## config.mk

```make
export PLATFORM = sky130hd
export DESIGN_NAME = pzcorebus_request_fifo
export DESIGN_NICKNAME = d
export VERILOG_FILES = /design/src/rtl/pzcorebus_request_fifo.sv
export SDC_FILE = /design/constraint.sdc
export NUM_CORES = 1
export LEC_CHECK = 0
export ABC_AREA = 1
export BUFFER_PORTS_ARGS = -buffer_cell sky130_fd_sc_hd__buf_2
export CORE_ASPECT_RATIO = 0.8
export CORE_MARGIN = 8
export CORE_UTILIZATION = 33
export DETAILED_ROUTE_END_ITERATION = 12
export GPL_TIMING_DRIVEN = 0
export HOLD_SLACK_MARGIN = 0.05
export PLACE_DENSITY_LB_ADDON = 0.3
export SLEW_MARGIN = 15
export SYNTH_ARGS = -nofsm -noshare
export SYNTH_HDL_FRONTEND = slang
export SYNTH_SLANG_ARGS = --single-unit
```

## constraint.sdc

```tcl
create_clock -name i_clk -period 1.75 [get_ports i_clk]
set_input_delay 0.0875 -clock i_clk [delete_from_list [all_inputs] [get_ports i_clk]]
set_output_delay 0.0875 -clock i_clk [all_outputs]
set_load 0.01 [all_outputs]
```

## src/rtl/pzcorebus_request_fifo.sv

```systemverilog
// +------------------------------------------------------------------------+
// | pzcorebus_request_fifo: independent command / write-data request FIFOs |
// | Revision: 1.0                                                          |
// +------------------------------------------------------------------------+
`default_nettype none

module pzcorebus_request_fifo_core #(
  parameter int WIDTH     = 8,
  parameter int DEPTH     = 2,
  parameter int THRESHOLD = DEPTH
) (
  input  logic             clk,
  input  logic             rst_n,
  input  logic             clear,
  input  logic             push_valid,
  input  logic [WIDTH-1:0] push_data,
  input  logic             pop_accept,
  output logic             push_ready,
  output logic             pop_valid,
  output logic [WIDTH-1:0] pop_data,
  output logic             empty,
  output logic             almost_full,
  output logic             full,
  output logic             push_fire,
  output logic             pop_fire
);

  localparam int CW = $clog2(DEPTH + 1);
  localparam int PW = (DEPTH > 1) ? $clog2(DEPTH) : 1;

  logic [WIDTH-1:0] r_mem [DEPTH];
  logic [PW-1:0]    r_wr_ptr;
  logic [PW-1:0]    r_rd_ptr;
  logic [CW-1:0]    r_count;
  logic [CW-1:0]    w_count_next;
  logic             r_empty;
  logic             r_full;
  logic             r_almost_full;

  assign push_ready  = !r_full;
  assign pop_valid   = !r_empty;
  assign empty       = r_empty;
  assign full        = r_full;
  assign almost_full = r_almost_full;
  assign push_fire   = push_valid && !r_full;
  assign pop_fire    = !r_empty && pop_accept;
  assign pop_data    = r_mem[r_rd_ptr];

  always_comb begin
    w_count_next = r_count;
    if (push_fire && !pop_fire) begin
      w_count_next = r_count + CW'(1);
    end else if (pop_fire && !push_fire) begin
      w_count_next = r_count - CW'(1);
    end
  end

  // Flags are registered from the next count so accept never depends on pop_accept.
  always_ff @(posedge clk or negedge rst_n) begin
    if (!rst_n) begin
      for (int i = 0; i < DEPTH; i++) begin
        r_mem[i] <= '0;
      end
      r_wr_ptr      <= '0;
      r_rd_ptr      <= '0;
      r_count       <= '0;
      r_empty       <= 1'b1;
      r_full        <= 1'b0;
      r_almost_full <= 1'b0;
    end else if (clear) begin
      r_wr_ptr      <= '0;
      r_rd_ptr      <= '0;
      r_count       <= '0;
      r_empty       <= 1'b1;
      r_full        <= 1'b0;
      r_almost_full <= (THRESHOLD <= 0);
    end else begin
      if (push_fire) begin
        r_mem[r_wr_ptr] <= push_data;
        r_wr_ptr        <= (r_wr_ptr == PW'(DEPTH - 1)) ? '0 : r_wr_ptr + PW'(1);
      end
      if (pop_fire) begin
        r_rd_ptr <= (r_rd_ptr == PW'(DEPTH - 1)) ? '0 : r_rd_ptr + PW'(1);
      end
      r_count       <= w_count_next;
      r_empty       <= (w_count_next == '0);
      r_full        <= (w_count_next == CW'(DEPTH));
      r_almost_full <= (32'(w_count_next) >= THRESHOLD);
    end
  end

endmodule

module pzcorebus_request_fifo #(
  parameter int COMMAND_WIDTH     = 64,
  parameter int DATA_WIDTH        = 64,
  parameter int COMMAND_DEPTH     = 2,
  parameter int DATA_DEPTH        = 2,
  parameter int COMMAND_THRESHOLD = COMMAND_DEPTH,
  parameter int DATA_THRESHOLD    = DATA_DEPTH
) (
  input  logic                             i_clk,
  input  logic                             i_rst_n,
  input  logic                             i_clear,
  input  logic                             i_mcmd_valid,
  output logic                             o_scmd_accept,
  input  logic [COMMAND_WIDTH-1:0]         i_mcmd,
  input  logic                             i_mdata_valid,
  output logic                             o_sdata_accept,
  input  logic [DATA_WIDTH-1:0]            i_mdata,
  input  logic                             i_mdata_last,
  output logic                             o_mcmd_valid,
  input  logic                             i_scmd_accept,
  output logic [COMMAND_WIDTH-1:0]         o_mcmd,
  output logic                             o_mdata_valid,
  input  logic                             i_sdata_accept,
  output logic [DATA_WIDTH-1:0]            o_mdata,
  output logic                             o_mdata_last,
  output logic                             o_cmd_empty,
  output logic                             o_cmd_almost_full,
  output logic                             o_cmd_full,
  output logic                             o_data_empty,
  output logic                             o_data_almost_full,
  output logic                             o_data_full,
  output logic [$clog2(DATA_DEPTH+1)-1:0]  o_burst_count
);

  localparam int BW = $clog2(DATA_DEPTH + 1);

  logic                  w_cmd_push;
  logic                  w_cmd_pop;
  logic                  w_data_push;
  logic                  w_data_pop;
  logic [DATA_WIDTH:0]   w_data_head;
  logic                  w_push_last;
  logic                  w_pop_last;
  logic [BW-1:0]         r_burst_count;

  pzcorebus_request_fifo_core #(
    .WIDTH     (COMMAND_WIDTH),
    .DEPTH     (COMMAND_DEPTH),
    .THRESHOLD (COMMAND_THRESHOLD)
  ) u_cmd_fifo (
    .clk         (i_clk),
    .rst_n       (i_rst_n),
    .clear       (i_clear),
    .push_valid  (i_mcmd_valid),
    .push_data   (i_mcmd),
    .pop_accept  (i_scmd_accept),
    .push_ready  (o_scmd_accept),
    .pop_valid   (o_mcmd_valid),
    .pop_data    (o_mcmd),
    .empty       (o_cmd_empty),
    .almost_full (o_cmd_almost_full),
    .full        (o_cmd_full),
    .push_fire   (w_cmd_push),
    .pop_fire    (w_cmd_pop)
  );

  pzcorebus_request_fifo_core #(
    .WIDTH     (DATA_WIDTH + 1),
    .DEPTH     (DATA_DEPTH),
    .THRESHOLD (DATA_THRESHOLD)
  ) u_data_fifo (
    .clk         (i_clk),
    .rst_n       (i_rst_n),
    .clear       (i_clear),
    .push_valid  (i_mdata_valid),
    .push_data   ({i_mdata_last, i_mdata}),
    .pop_accept  (i_sdata_accept),
    .push_ready  (o_sdata_accept),
    .pop_valid   (o_mdata_valid),
    .pop_data    (w_data_head),
    .empty       (o_data_empty),
    .almost_full (o_data_almost_full),
    .full        (o_data_full),
    .push_fire   (w_data_push),
    .pop_fire    (w_data_pop)
  );

  assign o_mdata       = w_data_head[DATA_WIDTH-1:0];
  assign o_mdata_last  = w_data_head[DATA_WIDTH];
  assign w_push_last   = w_data_push && i_mdata_last;
  assign w_pop_last    = w_data_pop && o_mdata_last;
  assign o_burst_count = r_burst_count;

  always_ff @(posedge i_clk or negedge i_rst_n) begin
    if (!i_rst_n) begin
      r_burst_count <= '0;
    end else if (i_clear) begin
      r_burst_count <= '0;
    end else if (w_push_last && !w_pop_last) begin
      r_burst_count <= r_burst_count + BW'(1);
    end else if (w_pop_last && !w_push_last) begin
      r_burst_count <= r_burst_count - BW'(1);
    end
  end

endmodule

`default_nettype wire
```

=== Word level (Yosys, flattened, before mapping) ===
Index checks and enable logic that the tools add are counted.

* Register bits: 274
* Logic and storage cells: 114
* Output and inout bits: 141
* Input port bits: 136

* Bitwise logic cells: 5
* $lt $le $gt $ge: 8
* Add/subtract/negate cells: 10
* Eq/ne operators: 2
* Muxes and demuxes: 39
* Reduce and logical (&&, ||, !) cells: 33

{| class="wikitable"
|+ Operator list
! kind !! count
|-
| $mux 65 || 4
|-
| $mux 64 || 4
|-
| $bwmux 130 || 1
|-
| $bwmux 128 || 1
|-
| $demux 65 s1 || 1
|-
| $demux 64 s1 || 1
|-
| $mux 1 || 18
|-
| $mux 2 || 9
|-
| $logic_and 1x1->1 || 14
|-
| $ge 2x2->1 const B || 6
|-
| $logic_not 1->1 || 10
|-
| $not 1->2 || 4
|-
| $reduce_bool 2->1 || 4
|-
| $add 2x1->2 const B || 3
|-
| $sub 2x1->2 const B || 3
|-
| $add 1x1->1 const B || 4
|-
| $eq 2x2->1 const B || 2
|-
| $logic_not 2->1 || 2
|-
| $lt 2x1->1 const B || 2
|-
| $reduce_and 2->1 || 2
|-
| $reduce_bool 3->1 || 1
|-
| $not 1->1 || 1
|}

=== Depth between registers and ports, before layout ===
Gate-level depths: netlist of run 1.

* Word-level depth: 9
* Gate-level depth with buffers: 9
* Depth with buffers taken out: 9

=== Cells and area by module ===
From an unflattened synthesis of run 1, not the netlist that was laid out.

* Cell total of the unflattened synthesis: 1,487
* Area total of the unflattened synthesis: 12,470.7 µm²

{| class="wikitable"
|+ By module, submodules not included
! module !! area an instance (µm²) !! sequential area each (µm²) !! cells an instance !! instances
|-
| pzcorebus_request_fifo_core (u_data_fifo) || 6,281.0 || 3,429.5 || 736 || 1
|-
| pzcorebus_request_fifo_core (u_cmd_fifo) || 6,027.0 || 3,379.5 || 728 || 1
|-
| pzcorebus_request_fifo || 162.7 || 50.0 || 23 || 1
|}

=== Worst setup path after synthesis of run 1 ===
No wires, ideal clock.

* Kind: register -> register
* From: register u_data_fifo.r_full, in the netlist u_data_fifo.full
* To: register u_data_fifo.r_mem[37] (netlist name)
* Path buffers: 2
* Required time: 1.633 ns
* Setup time: 0.117 ns
* Setup slack: 0.571 ns
* Stages on the path, launching flop included: 7
* Arrival: 1.062 ns
* Clock period less this slack: 1.179 ns
* Path through: dfrtp_1 > nor2_4 > nand3_2 > buf_6 > buf_6 > nand2_1 > o21ai_2

* Longest elaborated chain between the ends: 3

{| class="wikitable"
|+ Ends and longest elaborated chain
! what !! RTL line !! text
|-
| start, declared || 37 || <nowiki>logic r_full;</nowiki>
|-
| start signal, assigned || 87 || <nowiki>r_full <= (w_count_next == CW'(DEPTH));</nowiki>
|-
| $logic_not 1->1 || 45 || <nowiki>assign push_fire = push_valid && !r_full;</nowiki>
|-
| $logic_and 1x1->1 || 45 ||
|-
| $reduce_and 2->1 (no line) || n/a ||
|-
| end signal, assigned by index || 79 || <nowiki>r_mem[r_wr_ptr] <= push_data;</nowiki>
|-
| end, declared || 31 || <nowiki>logic [WIDTH-1:0] r_mem [DEPTH];</nowiki>
|}

Every way passes these cells.
A chain may end at the register's enable or synchronous reset.

=== Final worst setup path of run 1 ===
* From: register u_data_fifo.r_rd_ptr
* To: output port o_mdata[58]

* Longest elaborated chain between the ends: 4

{| class="wikitable"
|+ Ends and longest elaborated chain
! what !! RTL line !! text
|-
| start, declared || 33 || <nowiki>logic [PW-1:0] r_rd_ptr;</nowiki>
|-
| start signal, assigned || 83 || <nowiki>r_rd_ptr <= (r_rd_ptr == PW'(DEPTH - 1)) ? '0 : r_rd_ptr + PW'(1);</nowiki>
|-
| $not 1->2 (not written as such) || 47 || <nowiki>assign pop_data = r_mem[r_rd_ptr];</nowiki>
|-
| $mux 65 (not written as such) (3 in a row) || 47 ||
|-
| end, declared || 117 || <nowiki>output logic [DATA_WIDTH-1:0] o_mdata,</nowiki>
|}

Every way passes these cells. The select of a mux whose other input is x is not followed.

==> results of run 1 <==
-- sequential cells by signal, summed over array words and instances (netlist names), 2 cells and up --
signal and count:
o_burst_count 2, u_cmd_fifo.r_mem 128, u_cmd_fifo.r_count 2, u_data_fifo.r_mem 130, u_data_fifo.r_count 2
-- synthesized netlist by cell type --
| cell type | count |
|---|---|
| a21oi_1 | 3 |
| buf_1 | 8 |
| buf_2 | 20 |
| buf_4 | 13 |
| buf_6 | 25 |
| clkbuf_1 | 19 |
| dfrtp_1 | 272 |
| dfstp_2 | 2 |
| inv_1 | 154 |
| inv_2 | 1 |
| nand2_1 | 680 |
| nand2_2 | 1 |
| nand3_1 | 14 |
| nand3_2 | 1 |
| nand4_1 | 2 |
| nor2_1 | 6 |
| nor2_2 | 1 |
| nor2_4 | 1 |
| o21ai_0 | 122 |
| o21ai_1 | 103 |
| o21ai_2 | 35 |
| xor2_1 | 1 |
-- kinds of logic after synthesis --
family	after synthesis	share of synthesized area
buffers and inverters	240	0.09552
AND/OR/NAND/NOR	706	0.2212
XOR/XNOR	1	0.0007199
AO/OA/AOI/OAI	263	0.1190
flip-flops	274	0.5636
-- worst max-delay path by stage --
stage                     cells past startpoint                                 to  slack (ns)
after detailed placement                      5                        o_mdata[61]       -0.09
after floorplan                               6  u_data_fifo.r_mem[37]$_DFFE_PN0P_        0.57
after global placement                        1   u_cmd_fifo.r_mem[31]$_DFFE_PN0P_       -4.63
after global routing                          6                         o_mcmd[40]       -0.17
after CTS                                     6                         o_mdata[1]       -0.11
final                                         6                        o_mdata[58]       -0.07
-- final cells by class --
type	count	share of cell area
Sequential cell	274	0.3632
Multi-Input combinational cell	970	0.2683
Timing Repair Buffer	438	0.2014
Buffer	85	0.05066
Clock buffer	42	0.04642
Tap cell	487	0.03225
Inverter	155	0.03132
Clock inverter	13	0.006423
Antenna cell	1	0.0001324
-- power breakdown --
part | internal [mW] | total, mW | switching (mW) | leakage, nW
combinational | 4.95 | 10.2 | 5.24 | 5.97
clock | 3.77 | 6.42 | 2.64 | 0.499
sequential | 8.69 | 10.3 | 1.60 | 3.43
-- stage by stage --
stage | hold WS, ns | power, mW | area, um2 | instances | setup slack (ns)
floorplan | -0.2081 | 14.08 | 12170 | 1484 | 0.5707
global placement | 0.3500 | 16.84 | 14160 | 2247 | -4.626
detailed placement | 0.1283 | 17.09 | 14220 | 2249 | -0.09450
CTS | 0.1198 | 24.36 | 17060 | 2447 | -0.1088
global route | 0.1543 | 28.54 | 18890 | 2465 | -0.1679
finish | 0.1085 | 26.90 | 18890 | 2465 | -0.07444
-- routing by layer --
layer	share of wire	up-vias	global-route usage	wire, um
li1	-	5524	-	-
met1	0.45	5765	0.2567	19780
met2	0.47	370	0.2897	20340
met3	0.053	87	0.03277	2313
met4	0.028	2	0.05403	1245
met5	0.00030	-	0	13
-- what timing repair did --
action,4_1_cts,5_1_grt
resized for setup,117,389
hold endpoints to repair,351,0
setup buffers,6,4
hold buffers,135,0
pin swaps,4,62
cloned,2,15
setup endpoints to repair,122,121
==> impl_metrics.env, run 1 <==
export IMPL_cp_common_cell="nand2_4"
export IMPL_initial_core_util=0.3313
export IMPL_drtPass1Iterations=5
export IMPL_grt_pass1_wl_um=64770
export IMPL_gr_total_overflow=0
export IMPL_violations="negative setup slack"
export IMPL_slowest_stage="dfrtp_2"
export IMPL_yosys_area_top_type="dfrtp_1"
export IMPL_endpoint_kind="output port"
export IMPL_setup_violations=93
export IMPL_irDropWorstVdd_uv=776.2
export IMPL_clockBufferDepth=3
export IMPL_seq_area_frac_synth=0.5636
export IMPL_reg2reg_to="o_burst_count[0]$_DFFE_PN0P_"
export IMPL_maxCapViolations=0
export IMPL_p_per_area_mw_per_mm2=1424
export IMPL_drive_gt1_frac=0.3409
export IMPL_drtIter0Drc=824
export IMPL_rsz0062_at_grt="yes"
export IMPL_drc=0
export IMPL_cp_data_required_time_ns=1.66
export IMPL_numCtsBuffers=30
export IMPL_fin_nets=2090
export IMPL_coreArea_mm2=0.03673
export IMPL_min_path_type="input pin to async pin"
export IMPL_die_h_um=187.8
export IMPL_clock_root_buffer="clkbuf_16"
export IMPL_port_buffers=276
export IMPL_synth_net_count=1620
export IMPL_timing_fmax_ghz=0.5481
export IMPL_crit_start="u_data_fifo.r_rd_ptr$_DFFE_PN0P_"
export IMPL_place_congestion=0.7705
export IMPL_worst_path_buf_inv=4
export IMPL_crit_type="flop to output port"
export IMPL_cts_tree="built"
export IMPL_antenna_found_initial=2
export IMPL_postLayoutCoreUtil=0.5144
export IMPL_leakagePower_nw=9.892
export IMPL_synth_top_area_share=0.5593
export IMPL_final_cell_mix="nand2_1, dfrtp_1, buf_2, inv_1, dlygate4sd3_1"
export IMPL_synth_top_cells_by_area="dfrtp_1, nand2_1, o21ai_0"
export IMPL_viasPerCell=4.766
export IMPL_worst_pin_slew_ns=0.6592
export IMPL_cp_top_family="buffers and inverters"
export IMPL_grt_usage=0.1840
export IMPL_cts_sinks=274
export IMPL_cp_max_fo=6
export IMPL_syn_to_final_growth_pct=55.26
export IMPL_fp_row_count=63
export IMPL_layout_cells_most_common="nand2_1"
export IMPL_dp_hpwl_um=27640
export IMPL_ff2ff_setup_slack_ns=0.29
export IMPL_wl_per_cell_um=17.72
export IMPL_clk_pin_slew_worst_paths_ns=0.06
export IMPL_insertion_delay_ns=0.56
export IMPL_ff2ff_path_depth=9
export IMPL_hold_viol=0
export IMPL_synthesis_area_mm2=0.01217
export IMPL_dieWidth_um=230.7
export IMPL_num_vias=11750
export IMPL_r2r_start="u_data_fifo.r_rd_ptr$_DFFE_PN0P_"
export IMPL_crit_arrival_ns=1.74
export IMPL_seq_area_mm2=0.006862
export IMPL_worst_slack_ns=-0.07444
export IMPL_yosysWarnings=0
export IMPL_max_stage_delay_ns=0.44
export IMPL_ys_seq_elements=274
export IMPL_outcome="finished with violations"
export IMPL_relSlewSlack=0.5605
export IMPL_setup_tns_ns=-3.229
export IMPL_min_period_ns=1.824
export IMPL_wirelength_um=43690
export IMPL_postRouteAntennaNets=0
export IMPL_finClkSkew_ns=0.006662
export IMPL_path_cells="clkinv_4, buf_12, clkbuf_16, nand2_4, nand2_4, buf_6"
export IMPL_slew_violations=0
export IMPL_grt_pass1_vias=11630
export IMPL_h_tree_depth=1
export IMPL_synth_cell_types=22
export IMPL_cp_start_kind="flop"
export IMPL_n_fill_cell=3362
export IMPL_ios=277
export IMPL_syn_avg_cell_area_um2=8.200
export IMPL_multiInputGateArea_mm2=0.005069
export IMPL_grt_start_max_net_pins=100
export IMPL_die_area_mm2=0.04332
export IMPL_syn_instance_count=1484
export IMPL_period_share=1.043
(Power assumes the default switching activity.)
==> inputs of run 2 (changes only) <==
CTS_BUF_LIST = sky130_fd_sc_hd__clkbuf_8   (was default)
CTS_CLUSTER_DIAMETER = 150   (was default)
==> impl_metrics.env, run 2 (synthesis results as in run 1) <==
export IMPL_outcome="finished with violations"
export IMPL_violations="negative setup slack"
export IMPL_layout_cells_most_common="nand2_1"
export IMPL_fin_total_pwr_mw=24.70
export IMPL_met3_usage=0.03443
export IMPL_port_buffers=276
export IMPL_die_area_mm2=0.04332
export IMPL_dieWidth_um=230.7
export IMPL_cts_sinks=274
export IMPL_worst_pin_slew_ns=0.6474
export IMPL_endpoint_kind="output port"
export IMPL_initial_core_util=0.3313
export IMPL_use_met1=0.2505
export IMPL_p_per_area_mw_per_mm2=1388
export IMPL_leakagePower_nw=9.614
export IMPL_comb_power_share=0.359
export IMPL_ios=277
export IMPL_path_cells="clkinv_4, buf_12, clkbuf_16, nand2_2, nand2_2, buf_6"
export IMPL_slew_violations=0
export IMPL_maxCapViolations=0
export IMPL_fin_nets=2098
export IMPL_crit_arrival_ns=1.69
export IMPL_dp_hpwl_um=27640
export IMPL_slowest_stage="dfrtp_2"
export IMPL_clk_pin_slew_worst_paths_ns=0.06
export IMPL_viasPerCell=4.652
export IMPL_p_sw_frac=0.3571
export IMPL_wl_per_cell_um=16.84
export IMPL_final_cell_mix="nand2_1, dfrtp_1, buf_2, inv_1, dlygate4sd3_1"
export IMPL_min_period_ns=1.777
export IMPL_dp_cells=2249
export IMPL_met2_usage=0.2868
export IMPL_fp_row_count=63
export IMPL_worst_slack_ns=-0.02672
export IMPL_max_flop_register="u_data_fifo.r_mem"
export IMPL_die_h_um=187.8
export IMPL_syn_to_final_growth_pct=46.23
export IMPL_insertion_delay_ns=0.56
export IMPL_setup_violations=18
export IMPL_grt_pass1_vias=11730
export IMPL_cp_data_required_time_ns=1.66
export IMPL_cp_top_family="buffers and inverters"
export IMPL_drtIter0Drc=820
export IMPL_h_tree_depth=2
export IMPL_place_congestion=0.7705
export IMPL_hold_viol=0
export IMPL_min_path_type="input pin to async pin"
export IMPL_relSlewSlack=0.5684
export IMPL_cp_max_fo=6
export IMPL_worst_path_buf_inv=4
export IMPL_clkPwrFrac=0.234
export IMPL_period_share=1.015
export IMPL_num_vias=11560
export IMPL_max_stage_delay_ns=0.42
export IMPL_grt_busiest_layer="met2"
export IMPL_cp_start_kind="flop"
export IMPL_drtPass1Iterations=5
export IMPL_largest_register_ffs=130
export IMPL_multiInputGateArea_mm2=0.004526
export IMPL_numCtsBuffers=47
export IMPL_seq_area_mm2=0.006860
export IMPL_irDropWorstVdd_uv=760.0
export IMPL_rsz0062_at_grt="yes"
export IMPL_coreArea_mm2=0.03673
export IMPL_clockBufferDepth=3
export IMPL_cp_common_cell="nand2_2"
export IMPL_timing_fmax_ghz=0.5628
export IMPL_crit_type="flop to output port"
export IMPL_drc=0
export IMPL_n_fill_cell=3537
export IMPL_grt_pass1_wl_um=64520
export IMPL_drive_gt1_frac=0.2871
export IMPL_place_ws_ns=-0.09450
export IMPL_postRouteAntennaNets=0
export IMPL_wirelength_um=41830
export IMPL_p_sw_mw=8.818
export IMPL_antenna_found_initial=2
export IMPL_p_int_mw=15.88
export IMPL_grt_usage=0.1832
export IMPL_cts_tree="built"
export IMPL_grt_start_max_net_pins=100
export IMPL_gr_total_overflow=0
export IMPL_instances_no_fill=2484
export IMPL_finClkSkew_ns=0.01233
export IMPL_clock_root_buffer="clkbuf_8"
export IMPL_top_regs="u_data_fifo.r_mem: 130 flops, u_cmd_fifo.r_mem: 128 flops"
export IMPL_pwr_share_seq=0.407
-- run 2: power groups by stage --
stage                     clock [mW]  combinational, mW  sequential (mW)
after floorplan                    0               4.37             9.72
after global placement             0               6.96             9.89
after detailed placement           0               7.11             9.97
after CTS                       5.97               7.79             9.88
after global routing            6.23               9.81             10.3
final                           5.78               8.87             10.0
-- run 2: final cells by class --
| type | instances | share of cell area |
|---|---|---|
| tap | 487 | 0.03424 |
| sequential | 274 | 0.3855 |
| buffer | 85 | 0.05245 |
| timing repair buffer | 429 | 0.1877 |
| inverter | 155 | 0.03312 |
| clock buffer | 61 | 0.04718 |
| clock inverter | 22 | 0.005344 |
| antenna | 1 | 0.0001406 |
| multi-input combinational | 970 | 0.2543 |
-- run 2: worst register-to-register path: cells and delay by family (launching register included) --
kind,cells,cell delay (ns)
flops,1,0.45
simple gates,7,0.48
buf+inv,2,0.65
-- run 2: metal layers --
metal	part of all wire	wire, um
met1	0.45	19010
met2	0.46	19370
met3	0.053	2214
met4	0.029	1215
met5	0.00031	13
-- run 2: path summary, 6_finish.rpt --
kind	startpoint	endpoint	slack (ns)	cells after the start
max	u_data_fifo.r_rd_ptr$_DFFE_PN0P_	o_mdata[44]	-0.03	6
min	i_rst_n	u_data_fifo.r_mem[75]$_DFFE_PN0P_	0.12	2
max reg2reg	u_data_fifo.r_rd_ptr$_DFFE_PN0P_	o_burst_count[1]$_DFFE_PN0P_	0.07	9
min reg2reg	u_data_fifo.r_mem[45]$_DFFE_PN0P_	u_data_fifo.r_mem[45]$_DFFE_PN0P_	0.48	2
max in group asynchronous	i_rst_n	u_cmd_fifo.r_mem[28]$_DFFE_PN0P_	0.24	4
min in group i_clk	i_mdata[30]	u_data_fifo.r_mem[30]$_DFFE_PN0P_	0.32	4
-- run 2: metrics by stage --
| stage | util | cell area (um2) | hold WS, ns | TNS [ns] |
|---|---|---|---|---|
| finish | 0.4844 | 17790 | 0.1179 | -0.1926 |
| global route | 0.4844 | 17790 | 0.1469 | -8.055 |
| CTS | 0.4612 | 16940 | 0.08269 | -3.415 |
| detailed placement | 0.3873 | 14220 | 0.1283 | -0.9081 |
| global placement | 0.3855 | 14160 | 0.3500 | -1254.07 |
| floorplan | - | 12170 | -0.2081 | 0 |
-- run 2: what timing repair did --
item                                   CTS  global route
gates resized for setup                107           176
endpoints found under the hold margin  362             0
setup endpoints to repair              126           123
setup buffers                            5             3
pin swaps                                0            31
gates cloned                             0             7
hold buffers                           136             0
